[config.mk]
export PLATFORM = sky130hd
export DESIGN_NAME = pulse_train_tx
export DESIGN_NICKNAME = d
export VERILOG_FILES = /design/src/rtl/pulse_train_tx.sv
export SDC_FILE = /design/constraint.sdc
export NUM_CORES = 1
export LEC_CHECK = 0
export ABC_AREA = 0
export CORE_UTILIZATION = 54
export CTS_CLUSTER_DIAMETER = 100
export DETAILED_ROUTE_END_ITERATION = 10
export DONT_BUFFER_PORTS = 1
export PLACE_DENSITY_LB_ADDON = 0.12
export SLEW_MARGIN = 20
export SYNTH_ARGS = -nofsm -noshare
export SYNTH_HDL_FRONTEND = slang
export SYNTH_SLANG_ARGS = --single-unit
[constraint.sdc]
create_clock -name clk -period 1.57 [get_ports clk]
set_clock_uncertainty 0.1 [all_clocks]
set_input_delay 0.157 -clock clk [delete_from_list [all_inputs] [get_ports clk]]
set_output_delay 0.157 -clock clk [all_outputs]
set_load 0.02 [all_outputs]
[src/rtl/pulse_train_tx.sv]
// Pulse-train source for the pulse-counting detectors: emits `count` one-cycle highs separated by `gap` lows.
// First pulse one cycle after start&ready; start is refused (ready=0) from accept until one cycle after done.
module pulse_train_tx #(
  parameter int CNT_W = 4,
  parameter int GAP_W = 4
) (
  input  logic             clk,
  input  logic             rst,
  input  logic             start,
  input  logic [CNT_W-1:0] count,
  input  logic [GAP_W-1:0] gap,
  output logic             ready,
  output logic             x_out,
  output logic             busy,
  output logic             done
);

  typedef enum logic [1:0] {
    IDLE  = 2'd0,
    PULSE = 2'd1,
    GAP   = 2'd2,
    DONE  = 2'd3
  } state_t;

  state_t           state;
  state_t           state_nxt;
  logic [CNT_W-1:0] remaining;
  logic [GAP_W-1:0] gap_reg;
  logic [GAP_W-1:0] gap_cnt;

  always_ff @(posedge clk or negedge rst) begin
    if (!rst) begin
      state <= IDLE;
    end else begin
      state <= state_nxt;
    end
  end

  always_comb begin
    state_nxt = state;
    case (state)
      IDLE: begin
        if (start) begin
          state_nxt = (count == '0) ? DONE : PULSE;
        end
      end
      PULSE: begin
        if (remaining == CNT_W'(1)) begin
          state_nxt = DONE;
        end else if (gap_reg == '0) begin
          state_nxt = PULSE;
        end else begin
          state_nxt = GAP;
        end
      end
      GAP: begin
        if (gap_cnt == GAP_W'(1)) begin
          state_nxt = PULSE;
        end
      end
      DONE: begin
        state_nxt = IDLE;
      end
      default: begin
        state_nxt = IDLE;
      end
    endcase
  end

  always_comb begin
    ready = (state == IDLE);
    x_out = (state == PULSE);
    busy  = (state == PULSE) || (state == GAP);
    done  = (state == DONE);
  end

  // Counters only ever step down from values >= 1, so they cannot wrap.
  always_ff @(posedge clk or negedge rst) begin
    if (!rst) begin
      remaining <= '0;
      gap_reg   <= '0;
      gap_cnt   <= '0;
    end else begin
      case (state)
        IDLE: begin
          if (start && (count != '0)) begin
            remaining <= count;
            gap_reg   <= gap;
          end
        end
        PULSE: begin
          remaining <= remaining - 1'b1;
          if ((remaining != CNT_W'(1)) && (gap_reg != '0)) begin
            gap_cnt <= gap_reg;
          end
        end
        GAP: begin
          gap_cnt <= gap_cnt - 1'b1;
        end
        default: begin
        end
      endcase
    end
  end

endmodule

Word level (Yosys, flattened, before mapping) --
Index checks and enable logic that the tools add are counted.
Operators by class: add/subtract/negate cells 2, equality and inequality tests 10, muxes and demuxes 10, reduce and logical (&&, ||, !) cells 14
Operators with widths (number):
- case mux 4 bit (2 select lines) | 2
- two-way mux 2 bit | 5
- == test 4 x 1 -> 1 bit (second input constant) | 2
- zero test 4 bit | 2
- two-way mux 4 bit | 2
- case mux 2 bit (4 select lines) | 1
- AND reduction 2 bit | 4
- nonzero test 4 bit | 2
- subtractor 4 x 1 -> 4 bit (second input constant) | 2
- == test 2 bit (second input constant) | 2
- inequality test 2 x 1 -> 1 bit (second input constant) | 2
- inequality test 2 bit (second input constant) | 2
- inequality test 4 x 1 -> 1 bit (second input constant) | 1
- nonzero test 2 bit | 2
- == test 2 x 1 -> 1 bit (second input constant) | 1
- logical AND 1 bit | 2
- zero test 2 bit | 1
- logical OR 1 bit | 1
Storage, ports and cells: bits in registers 14, output and inout port bits 4, word-level logic and storage cells 40

Depth between registers and ports, before layout --
depth after elaboration 4, mapped depth 7

Worst setup path after synthesis --
No wires, ideal clock.
path kind register to register, start reg remaining[1], end reg gap_cnt[1], arrival time 1558 ps, required time 1393 ps, setup slack -166 ps, stages on the path, launching flop included 7, path buffers 0, cell sequence dfrtp_1 > inv_1 > ha_1 > or3b_2 > and2_4 > a32o_1 > a21oi_1
On the way: longest elaborated chain between the ends 4
Ends and longest elaborated chain:
- from (decl) | RTL line 27 | logic [CNT_W-1:0] remaining;
- from (signal assigned) | RTL line 87 | remaining <= count;
- from (signal assigned) | RTL line 92 | remaining <= remaining - 1'b1;
- inequality test 4 x 1 -> 1 bit | RTL line 93 | if ((remaining != CNT_W'(1)) && (gap_reg != '0)) begin
- logical AND 1 bit | RTL line 93
- inequality test 2 x 1 -> 1 bit (no line)
- AND reduction 2 bit (no line)
- to (signal assigned) | RTL line 94 | gap_cnt <= gap_reg;
- to (signal assigned) | RTL line 98 | gap_cnt <= gap_cnt - 1'b1;
- to (decl) | RTL line 29 | logic [GAP_W-1:0] gap_cnt;
Every way passes these cells. A chain may end at the register's enable or synchronous reset.

Final worst setup path --
Ends and elaborated chain as after synthesis.

==> metrics.yaml <==
rsz0062_at_grt: "yes"
yosys_warnings: 0
start_util_pct: 59.5
grt_start_max_net_pins: 15
final_nets: 148
violations: "setup timing"
placed_cells: 129
crit_arrival_ps: 1810
placed_area_sq_um: 1070
viasPerCell: 6.42
antenna_found_initial: 0
post-route-period-util_pct: 107
antennaDiodeCount: 0
grt_pass1_wl_mm: 4.04
finalSetupViolCount: 6
cap_violations: 0
ys_seq_area_share_pct: 37.8
insertion_delay_ps: 290
cpPeakStageDelay_ps: 410
grt_util_all_layers_pct: 29.7
rrSetupSlack_ps: -120
finalHoldViolCount: 0
cts_max_path_buffers: 2
leakagePower_nw: 0.559
vdd_drop_max_uv: 1680
final_common_cell: "buf_4"
crit_slowest_cell: "dfrtp_1"
fillers: 100
fin_area_sq_um: 1270
reg2reg_from: "remaining[1]"
whs_path_depth: 2
crit_chain: "inv_2 -> ha_4 -> or3b_4 -> and2_4 -> a32o_1 -> a21oi_2"
gp_congestion: 0.821
slew-limit-headroom_pct: 54.6
cts_max_level: 1
end_kind: "register"
dr.pass1.iters: 4
portBuffers: 0
drc_errors: 0
cts_tree: "yes"
fin_ws_ps: -116
finalPower_mw: 2.98
hold_path_end: "remaining[1]"
cts_buffers: 3
worstPathRequired_ps: 1690
syn_area_sq_um: 927
grt_pass1_vias: 885
wirelength_mm: 2.50
area_growth_pct: 37.1
die_area_sq_um: 1890
synth-seq-cells: 14
critPathKind: "reg2reg"
regToRegEndpoint: "gap_cnt[1]"
worst_slew_pin_slew_ps: 679
cts.sinks: 14
ios: 15
maxSlewViolCount: 0
max_freq_mhz: 593
die_w_um: 43.4
synth_fp_nets: 118
avgSynthCellArea_sq_um: 9.37
coreArea_sq_um: 1560
drtAntennaViolNets: 0
synthCells: 99
cp_max_fo: 5
avgRoutedWirePerCell_um: 17.4
drive_gt1_share_pct: 36.7
hold_start: "count[1]"
reg2regPathDepth: 6
fp-row-count: 14
status: "finished with violations"
min_path_type: "in2reg"
yosysUniqueCellTypes: 34
path_clk_slew_ps: 100
start_kind: "register"
fp.dieH_um: 43.4
power.density_nw_per_um2: 2340
layout_common_cells: "21 x buf_4, 13 x dfrtp_1, 6 x inv_1, 6 x o21ai_0, 6 x dlygate4sd3_1"
stdcell_count: 144
pre_cts_ws_ps: -159
route.vias.total: 925
hpwl_mm: 1.52
grt-ovfl-total: 0
cts_root_buffer: "clkbuf_4"
period_needed_ps: 1690
drt-initial-drc-count: 62
-- worst max-delay path by stage --
stage            startpoint          to  slack [ps]  cells after the start
2_1_floorplan    gap_reg[2]  gap_cnt[1]         -40                      4
3_3_place_gp   remaining[1]  gap_cnt[1]         -50                      6
3_5_place_dp   remaining[1]  gap_cnt[1]        -160                      6
4_1_cts        remaining[1]  gap_cnt[1]        -120                      6
5_1_grt        remaining[1]  gap_cnt[1]        -150                      6
6_report       remaining[1]  gap_cnt[1]        -120                      6
-- synthesized netlist by cell type --
library cell / instances / share of area (%)
dfrtp_1: 14 / 38
inv_1: 10 / 4.0
ha_1: 8 / 11
a21oi_1: 6 / 3.2
o21ai_0: 6 / 3.2
nand2_1: 5 / 2.0
nor2_1: 4 / 1.6
nor3_1: 4 / 2.2
o22a_1: 4 / 3.8
o22ai_1: 4 / 2.7
a31oi_1: 3 / 2.0
mux2_2: 3 / 3.6
nand3_1: 3 / 1.6
a211oi_1: 2 / 1.6
clkbuf_1: 2 / 0.81
nand4_1: 2 / 1.3
o221ai_1: 2 / 1.9
a21boi_0: 1 / 0.81
a32o_1: 1 / 1.1
a41oi_1: 1 / 0.94
and2_4: 1 / 0.94
and3_4: 1 / 1.2
buf_6: 1 / 1.2
mux2_1: 1 / 1.2
nand2b_1: 1 / 0.68
nor2b_1: 1 / 0.68
nor3b_1: 1 / 0.81
nor4_1: 1 / 0.68
o21ai_1: 1 / 0.54
o2bb2ai_1: 1 / 0.94
or3b_2: 1 / 0.94
or4_1: 1 / 0.81
or4_4: 1 / 1.2
xor2_1: 1 / 0.94
-- per-stage QoR --
| step | setup TNS [ps] | hold WS, ps | util [%] |
|---|---|---|---|
| 4_1_cts | -360 | 9.89 | 77.9 |
| 3_5_place_dp | -623 | -238 | 68.9 |
| 2_1_floorplan | -157 | -239 | - |
| 3_3_place_gp | -128 | -238 | 68.9 |
| 5_1_grt | -713 | 19.9 | 81.5 |
| 6_report | -419 | 3.99 | 81.5 |
-- timing repair --
item | in CTS | in global routing
resized for setup | 7 | 8
pin swaps | 2 | 2
buffers inserted | 2 | 3
setup endpoints to repair | 8 | 15
hold endpoints to repair | 19 | 0
hold buffers | 6 | 0
-- critical path: cells and delay by family (launching register included) --
family / cells / cell delay, ps
buf+inv: 1 / 90
simple gates: 2 / 580
fa+ha+maj: 1 / 120
compound gates: 2 / 330
flops: 1 / 410
-- routing by layer --
layer  track usage, %  routed length, um  vias up
met1             36.3               1030      446
met2             53.0               1300       48
met3             6.67                146        2
li1                 -                  -      429
met4             7.50                 20        0
met5                0                  0        -
-- cell families (layout without fill, tap and decap cells) --
family / count (synthesis) / after routing / synth area share [%]
compound gates: 32 / 32 / 22.8
simple gates: 27 / 27 / 16.7
flops: 14 / 14 / 37.8
buf+inv: 13 / 42 / 6.07
fa+ha+maj: 8 / 8 / 10.8
mux: 4 / 4 / 4.86
xor+xnor: 1 / 1 / 0.945
-- report_power, final --
group,internal (mW),switching (mW),leakage [nW],total (mW)
clock network,0.141,0.135,0.0210,0.276
registers,0.554,0.169,0.162,0.722
logic,0.983,0.993,0.376,1.98
-- layout make-up --
cell class | count | area, sq um | area share (%)
multi-input cells | 72 | 593 | 46.7
flip-flops and latches | 14 | 352 | 27.7
repair buffers | 28 | 229 | 18.0
inverters | 10 | 41.3 | 3.25
clock buffers | 4 | 36.3 | 2.85
well taps | 16 | 20.0 | 1.57
Note: power is estimated with default switching activity, not from simulation.
